File: config.mk
export PLATFORM = sky130hd
export DESIGN_NAME = ff_bank_write_arbiter
export DESIGN_NICKNAME = d
export VERILOG_FILES = /design/src/rtl/ff_bank_write_arbiter_pkg.sv /design/src/rtl/ff_bank_write_arbiter_rr_arbiter.sv /design/src/rtl/ff_bank_write_arbiter.sv
export SDC_FILE = /design/constraint.sdc
export NUM_CORES = 1
export LEC_CHECK = 0
export CELL_PAD_IN_SITES_DETAIL_PLACEMENT = 1
export CELL_PAD_IN_SITES_GLOBAL_PLACEMENT = 2
export CORE_MARGIN = 3
export CORE_UTILIZATION = 25
export DETAILED_ROUTE_END_ITERATION = 8
export PLACE_DENSITY = 0.76
export SYNTH_ARGS = -nofsm -noshare
export SYNTH_HDL_FRONTEND = slang
export SYNTH_SLANG_ARGS = --single-unit
File: constraint.sdc
create_clock -name clk -period 2.4 [get_ports clk]
set_clock_uncertainty 0.05 [all_clocks]
set_input_delay 0.36 -clock clk [delete_from_list [all_inputs] [get_ports clk]]
set_output_delay 0.36 -clock clk [all_outputs]
set_load 0.02 [all_outputs]
File: src/rtl/ff_bank_write_arbiter_pkg.sv
// ff_bank_write_arbiter_pkg: shared state type and decode helpers for the FF bank write arbiter.
package ff_bank_write_arbiter_pkg;

   typedef enum logic {IDLE, CFG} state_e;

   localparam int MAX_REGS = 32;

   function automatic int aw_of(input int n);
      return (n > 1) ? $clog2(n) : 1;
   endfunction

   function automatic logic [MAX_REGS-1:0] onehot(input int i);
      return MAX_REGS'(1) << i;
   endfunction

endpackage

File: src/rtl/ff_bank_write_arbiter_rr_arbiter.sv
// ff_bank_write_arbiter_rr_arbiter: combinational round-robin pick starting at ptr.
module ff_bank_write_arbiter_rr_arbiter #(
   parameter int N  = 4,
   parameter int IW = 2
) (
   input  logic [N-1:0]  req,
   input  logic [IW-1:0] ptr,
   output logic [N-1:0]  gnt,
   output logic [IW-1:0] idx,
   output logic          any
);

   // Scanning from the far end lets the candidate closest to ptr overwrite the others.
   always_comb begin
      idx = '0;
      any = 1'b0;
      for (int k = N - 1; k >= 0; k--) begin
         if (req[(int'(ptr) + k) % N]) begin
            idx = IW'((int'(ptr) + k) % N);
            any = 1'b1;
         end
      end
      gnt = any ? (N'(1) << idx) : '0;
   end

endmodule

File: src/rtl/ff_bank_write_arbiter.sv
// ff_bank_write_arbiter: round-robin write arbitration and config broadcast into an enable-gated FF bank.
module ff_bank_write_arbiter
   import ff_bank_write_arbiter_pkg::*;
#(
   parameter int NUM_REQ  = 4,
   parameter int NUM_REGS = 4,
   parameter int W        = 4
) (
   input  logic                                  clk,
   input  logic                                  reset,
   input  logic [NUM_REQ-1:0]                    io_req_valid,
   input  logic [NUM_REQ*aw_of(NUM_REGS)-1:0]    io_req_addr,
   input  logic [NUM_REQ*W-1:0]                  io_req_data,
   output logic [NUM_REQ-1:0]                    io_req_ready,
   input  logic                                  io_cfg_start,
   input  logic [W-1:0]                          io_cfg_data,
   output logic [NUM_REGS-1:0]                   io_ff_enable,
   output logic [W-1:0]                          io_ff_data,
   output logic                                  io_busy
);

   localparam int AW = aw_of(NUM_REGS);
   localparam int RW = aw_of(NUM_REQ);

   state_e              state_q, state_d;
   logic [RW-1:0]       rr_q, rr_d;
   logic [AW-1:0]       idx_q, idx_d;
   logic [W-1:0]        cfg_data_q, cfg_data_d;
   logic [NUM_REGS-1:0] en_q, en_d;
   logic [W-1:0]        data_q, data_d;
   logic                busy_q, busy_d;

   logic [NUM_REQ-1:0]  gnt;
   logic [RW-1:0]       win;
   logic                any;
   logic                grant;
   logic [AW-1:0]       win_addr;
   logic [W-1:0]        win_data;

   ff_bank_write_arbiter_rr_arbiter #(.N(NUM_REQ), .IW(RW)) u_rr (
      .req (io_req_valid),
      .ptr (rr_q),
      .gnt (gnt),
      .idx (win),
      .any (any)
   );

   // A start pulse in IDLE pre-empts every request that cycle.
   assign grant        = reset && (state_q == IDLE) && !io_cfg_start && any;
   assign io_req_ready = grant ? gnt : '0;
   assign win_addr     = io_req_addr[int'(win)*AW +: AW];
   assign win_data     = io_req_data[int'(win)*W +: W];

   always_comb begin
      state_d    = state_q;
      rr_d       = rr_q;
      idx_d      = idx_q;
      cfg_data_d = cfg_data_q;
      en_d       = '0;
      data_d     = data_q;
      if (state_q == IDLE) begin
         if (io_cfg_start) begin
            state_d    = CFG;
            cfg_data_d = io_cfg_data;
            idx_d      = '0;
         end else if (any) begin
            en_d   = NUM_REGS'(onehot(int'(win_addr)));
            data_d = win_data;
            rr_d   = RW'((int'(win) + 1) % NUM_REQ);
         end
      end else begin
         en_d    = NUM_REGS'(onehot(int'(idx_q)));
         data_d  = cfg_data_q;
         idx_d   = idx_q + 1'b1;
         state_d = (idx_q == AW'(NUM_REGS - 1)) ? IDLE : CFG;
      end
      busy_d = (state_d == CFG);
   end

   always_ff @(posedge clk) begin
      if (!reset) begin
         state_q    <= IDLE;
         rr_q       <= '0;
         idx_q      <= '0;
         cfg_data_q <= '0;
         en_q       <= '0;
         data_q     <= '0;
         busy_q     <= 1'b0;
      end else begin
         state_q    <= state_d;
         rr_q       <= rr_d;
         idx_q      <= idx_d;
         cfg_data_q <= cfg_data_d;
         en_q       <= en_d;
         data_q     <= data_d;
         busy_q     <= busy_d;
      end
   end

   assign io_ff_enable = en_q;
   assign io_ff_data   = data_q;
   assign io_busy      = busy_q;

endmodule

## Word level (Yosys, flattened, before mapping)

Index checks and enable logic that the tools add are counted.

- Bits in registers: 17
- Word-level logic and storage cells: 71

- Equal/unequal tests: 2
- Order comparisons: 4
- Bitwise operators: 5
- Reductions and logical operators: 12
- Shift operators: 5
- Add/sub/neg operators: 5
- Multiplexer cells: 32

Operators by type and width:

| kind | number |
|---|---|
| 2-to-1 mux 4 bit | 8 |
| indexed part select 16 x 5 -> 4 bit | 1 |
| 2-to-1 mux 1 bit | 14 |
| less-than comparator 3 x 4 -> 1 bit, second input constant | 3 |
| 2-to-1 mux 2 bit | 6 |
| << shifter 1 x 2 -> 4 bit, first input constant | 3 |
| binary-select mux 1 bit (select 2 bit) | 4 |
| indexed part select 8 x 4 -> 2 bit | 1 |
| adder 2 x 1 -> 2 bit, second input constant | 3 |
| OR reduction 2 bit | 3 |
| adder 2 bit, second input constant | 2 |
| AND reduction 2 bit | 2 |
| nonzero test 2 bit | 2 |
| bitwise AND 1 bit, first input constant | 3 |
| logical AND 1 bit | 3 |
| less-than comparator 2 x 3 -> 1 bit, second input constant | 1 |
| AND reduction 3 bit | 1 |
| == test 2 bit, second input constant | 1 |
| != test 2 x 1 -> 1 bit, second input constant | 1 |
| inverter 1 bit | 2 |
| zero test 1 bit | 1 |

## Depth between registers and ports, before layout

- Depth in word-level cells: 15
- Depth in mapped cells: 8
- Depth with buffers taken out: 7

## Modules after synthesis

A second synthesis with hierarchy kept.

- Cells, all modules: 130
- Area, all modules: 1,166.1 um^2

By module, submodules not included:

| module | cells each | seq. area each (um^2) | times used | area an instance (um^2) |
|---|---|---|---|---|
| ff_bank_write_arbiter | 101 | 340.3 | 1 | 983.4 |
| ff_bank_write_arbiter_rr_arbiter | 29 | 0.0 | 1 | 182.7 |

## Least setup slack after synthesis

No wires, ideal clock.

- Path type: input-to-output
- Start: in io_req_valid[2]
- End: out io_req_ready[0]
- Arrival time: 1,605 ps
- Stages: 6
- Buffers on the path: 0
- Required time: 1,990 ps
- Slack: 385 ps
- Cells stage by stage: and2b_4 a21o_1 a211oi_4 inv_2 ha_1 and3_1

- Cells in the longest elaborated chain, start to end: 10
- Elaborated cells between the ends (all ways): 23
- Those cells by class: shift (1); mux (21); reduce/logical (1)

RTL lines:

| item | line | RTL |
|---|---|---|
| from (decl) | ff_bank_write_arbiter.sv:11 | `input logic [NUM_REQ-1:0] io_req_valid,` |
| binary-select mux 1 bit (select 2 bit) | ff_bank_write_arbiter_rr_arbiter.sv:18 | `if (req[(int'(ptr) + k) % N]) begin` |
| 2-to-1 mux 1 bit (not written as such) (2 in series) | ff_bank_write_arbiter_rr_arbiter.sv:18 |  |
| 2-to-1 mux 2 bit (4 in series) | ff_bank_write_arbiter_rr_arbiter.sv:18 |  |
| << shifter 1 x 2 -> 4 bit | ff_bank_write_arbiter_rr_arbiter.sv:23 | `gnt = any ? (N'(1) << idx) : '0;` |
| 2-to-1 mux 4 bit | ff_bank_write_arbiter_rr_arbiter.sv:23 |  |
| 2-to-1 mux 4 bit (*) | ff_bank_write_arbiter.sv:50 | `assign io_req_ready = grant ? gnt : '0;` |
| to (decl) | ff_bank_write_arbiter.sv:14 | `output logic [NUM_REQ-1:0] io_req_ready,` |

Mark *: on every way between the ends. The rest lies on a longest branch, timed or not. The select of a mux whose other input is x is not followed.

## Worst setup path after layout

- Start: reg rr_q[0]
- End: out io_req_ready[3]

- Cells in the longest elaborated chain, start to end: 11
- Elaborated cells between the ends (all ways): 26
- Those cells by class: add/sub (3); shift (1); mux (21); reduce/logical (1)

RTL lines:

| item | line | RTL |
|---|---|---|
| from (decl) | ff_bank_write_arbiter.sv:26 | `logic [RW-1:0] rr_q, rr_d;` |
| from (signal assigned) | ff_bank_write_arbiter.sv:91 | `rr_q <= rr_d;` |
| adder 2 bit | ff_bank_write_arbiter_rr_arbiter.sv:18, ff_bank_write_arbiter_rr_arbiter.sv:19 |  |
| binary-select mux 1 bit (select 2 bit) | ff_bank_write_arbiter_rr_arbiter.sv:18 |  |
| 2-to-1 mux 1 bit (not written as such) (2 in series) | ff_bank_write_arbiter_rr_arbiter.sv:18 |  |
| 2-to-1 mux 2 bit (4 in series) | ff_bank_write_arbiter_rr_arbiter.sv:18 |  |
| << shifter 1 x 2 -> 4 bit | ff_bank_write_arbiter_rr_arbiter.sv:23 |  |
| 2-to-1 mux 4 bit | ff_bank_write_arbiter_rr_arbiter.sv:23 |  |
| 2-to-1 mux 4 bit (*) | ff_bank_write_arbiter.sv:50 |  |

Marked as above.

==> metrics.md <==
| Metric | Value |
|---|---|
| Worst-margin pin slew | `0.495 ns` |
| Vias in the first global route | `between 1k and 1.5k` |
| CTS Buf Count | `3` |
| Final WL | `4110 um` |
| Final min period | `between 2 and 2.5 ns` |
| Final setup violation count | `0` |
| Num rows | `25` |
| Top post-synthesis cells by area | `dfxtp_1, ha_1, mux2i_1, o21ai_0, and3_1` |
| Root buf cell | `clkbuf_8` |
| H-Tree Depth | `1` |
| Flop2flop setup slack | `about 0.18 ns` |
| Syn Area/Cell | `around 9 um2` |
| Via-per-instance ratio | `4.72` |
| Dpl hpwl | `between 3000 and 4000 um` |
| Hold Crit Class | `reg -> reg` |
| Slew Limit Fails | `0` |
| Crit path kind | `reg -> out` |
| P_leak | `~0.86 nW` |
| Post-route ant nets | `0` |
| Die H | `around 77 um` |
| Max VDD drop | `0.204 mV` |
| CP required | `roughly 2.0 ns` |
| Reg2Reg Depth | `9` |
| Total GRT Usage | `0.143` |
| Largest net degree at the start of global routing | `19` |
| Die X | `between 70 and 80 um` |
| Placed cell count | `approximately 270` |
| Most common cell in the netlist | `dfxtp_1` |
| Tot Pwr | `about 900 uW` |
| Core area | `about 0.0048 mm2` |
| RD Place Congestion | `0.711` |
| CP max FO | `3` |
| Final hold vios | `0` |
| Die footprint | `between 0.005 and 0.006 mm2` |
| Remaining global-route overflow | `0` |
| Critical Path Source | `rr_q[0]$_SDFFE_PN0P_` |
| Critical Path Source Type | `flip-flop` |
| Layout cell share with drive strength beyond 1 | `0.242` |
| Critical path capture point | `io_req_ready[3]` |
| Pwr/cell area | `between 400 and 500 mW/mm2` |
| FILL cells | `587` |
| Yosys top cell area share | `0.271` |
| Commonest cells in the netlist | `dfxtp_1, o21ai_0, nand3_1, mux2i_1` |
| Initial Util | `0.262` |
| Drt drc | `0` |
| N_diodes | `0` |
| Seq cells post-synth | `17` |
| Skew-Pair Late Insertion Delay | `around 0.25 ns` |
| Worst hold margin | `between 0.4 and 0.5 ns` |
| Fraction of registers with async set or reset after synthesis | `0` |
| Port Buffers | `47` |
| Vias | `between 1k and 1.5k` |
| Syn_nets | `about 190` |
| Final net count | `roughly 260` |
| Sink Count | `17` |
| Non-filler instance count after layout | `about 280` |
| Max Cap Viol | `0` |
| WP data arrival | `~1.9 ns` |
| Worst R2R End | `io_ff_data[1]$_SDFFE_PN0P_` |
| First DRT Iteration DRCs | `24` |
| Initial antenna violation count | `0` |
| TritonCTS clock tree | `done` |
| Final std cell area, no fill | `between 0.002 and 0.0025 mm2` |
| First-pass GRT wire length | `slightly below 7000 um` |
| Cells after synthesis | `142` |
| Post-synth EDFFs | `0` |
| Largest area contributor in the netlist | `dfxtp_1` |
| Avg WL per Cell | `14.8 um` |
| Clock Tree Buf Depth | `2` |
| Synth Flop Type | `dfxtp_1` |
| Number of iterations in the first detailed-routing pass | `3` |
| Run status | `complete, no violations` |
| Crit Reg-Reg Startpoint | `rr_q[0]$_SDFFE_PN0P_` |
| Area Overhead vs Synth | `59.7%` |
| CP endpoint kind | `primary output` |
| Clk slew on worst S/H paths | `0.07 ns` |
| Max_slew headroom | `0.669` |
| Yosys warns | `0` |
| Sequential element share of the synthesized area | `0.271` |
| Post-Route Utilization | `0.418` |
| Netlist cell types | `38` |
| Fmax | `435 MHz` |
| Cell area after synthesis | `0.00125 mm2` |
| Placement Cell Area | `approximately 0.0019 mm2` |
| IO Pins | `48` |
| Unrepaired setup endpoints after global routing | `no` |
| Tcrit/Tclk final | `0.958` |
-- how the worst min path moves through the flow --
stage                               startpoint                         end  slack [ns]  depth (start not counted)
floorplan           cfg_data_q[2]$_SDFFE_PN0P_  cfg_data_q[2]$_SDFFE_PN0P_        0.42                          2
global placement    cfg_data_q[2]$_SDFFE_PN0P_  cfg_data_q[2]$_SDFFE_PN0P_        0.44                          2
detailed placement  cfg_data_q[2]$_SDFFE_PN0P_  cfg_data_q[2]$_SDFFE_PN0P_        0.45                          2
finish              cfg_data_q[2]$_SDFFE_PN0P_  cfg_data_q[2]$_SDFFE_PN0P_        0.46                          2
CTS                 cfg_data_q[2]$_SDFFE_PN0P_  cfg_data_q[2]$_SDFFE_PN0P_        0.47                          2
global route        cfg_data_q[2]$_SDFFE_PN0P_  cfg_data_q[2]$_SDFFE_PN0P_        0.51                          2
-- logic make-up after synthesis --
| logic type | Yosys count | share of synthesized area |
|---|---|---|
| AND/OR/NAND/NOR | 55 | 0.270 |
| AO/OA/AOI/OAI | 39 | 0.235 |
| flip-flops | 17 | 0.271 |
| buffers and inverters | 14 | 0.0719 |
| multiplexers | 9 | 0.0719 |
| adder cells (fa/ha/maj) | 8 | 0.0798 |
-- cell usage in the layout, fill, tap and decap left out, types with 3 or more instances in the layout --
cell,Yosys,routed
ha_1,8,8
dfxtp_1,17,17
nand3_1,10,10
nor2_1,4,4
clkbuf_8,0,3
nor2b_1,7,7
buf_2,0,3
dlygate4sd2_1,0,3
nand2_1,8,8
inv_1,5,5
nand2b_1,4,4
buf_4,2,26
o21ai_0,11,11
a21boi_1,4,4
mux2i_1,9,9
and3_1,8,5
a21oi_1,4,4
and2b_1,3,3
clkdlybuf4s50_1,0,39
o311a_1,3,3
and3_4,0,3
-- state kept, by name (all words and copies together) (netlist names) --
name / flops
cfg_data_q: 4
rr_q: 2
idx_q: 2
io_busy: 1
io_ff_enable: 4
io_ff_data: 4
-- routing by layer --
| layer | GRT usage | up-vias | wire length (um) |
|---|---|---|---|
| met5 | 0 | - | 0 |
| met4 | 0.0217 | 0 | 16 |
| li1 | - | 651 | - |
| met3 | 0.0305 | 2 | 145 |
| met1 | 0.157 | 634 | 1660 |
| met2 | 0.281 | 24 | 2290 |
-- metrics by stage --
| step | TNS [ns] | setup WS [ns] |
|---|---|---|
| after floorplan | 0 | 0.385 |
| after global placement | -2.27 | -0.414 |
| after detailed placement | -3.23 | -0.529 |
| after CTS | 0 | 0.0272 |
| after global routing | 0 | 0.0110 |
| final | 0 | 0.100 |
-- power by group --
group	total (mW)	internal (mW)	switching, mW	leakage [nW]
clock network	0.217	0.118	0.0989	0.0228
registers	0.315	0.304	0.0116	0.140
logic	0.372	0.198	0.174	0.700
total	0.904	0.620	0.284	0.863
-- cell type report --
| cell class | instances | area, um2 | share of cell area |
|---|---|---|---|
| multi-input combinational | 111 | 860 | 0.429 |
| clock buffer | 4 | 45.0 | 0.0225 |
| sequential | 17 | 340 | 0.170 |
| timing repair buffer | 73 | 651 | 0.325 |
| tap | 67 | 83.8 | 0.0419 |
| inverter | 6 | 22.5 | 0.0113 |
-- critical path, stage by stage (launching register included) --
cell,delay (ns)
dfxtp_1,0.36
and2b_4,0.21
a21o_1,0.18
a211oi_4,0.30
buf_4,0.16
ha_1,0.15
and3_4,0.17
buf_6,0.11
-- what timing repair did --
item                       CTS  global route
hold buffers                 0             0
resized for setup           21             9
gates cloned                 0             0
pin swaps                    1             2
setup buffers                3             0
setup endpoints to repair    6             6
Power figures use the tool's default switching activity.
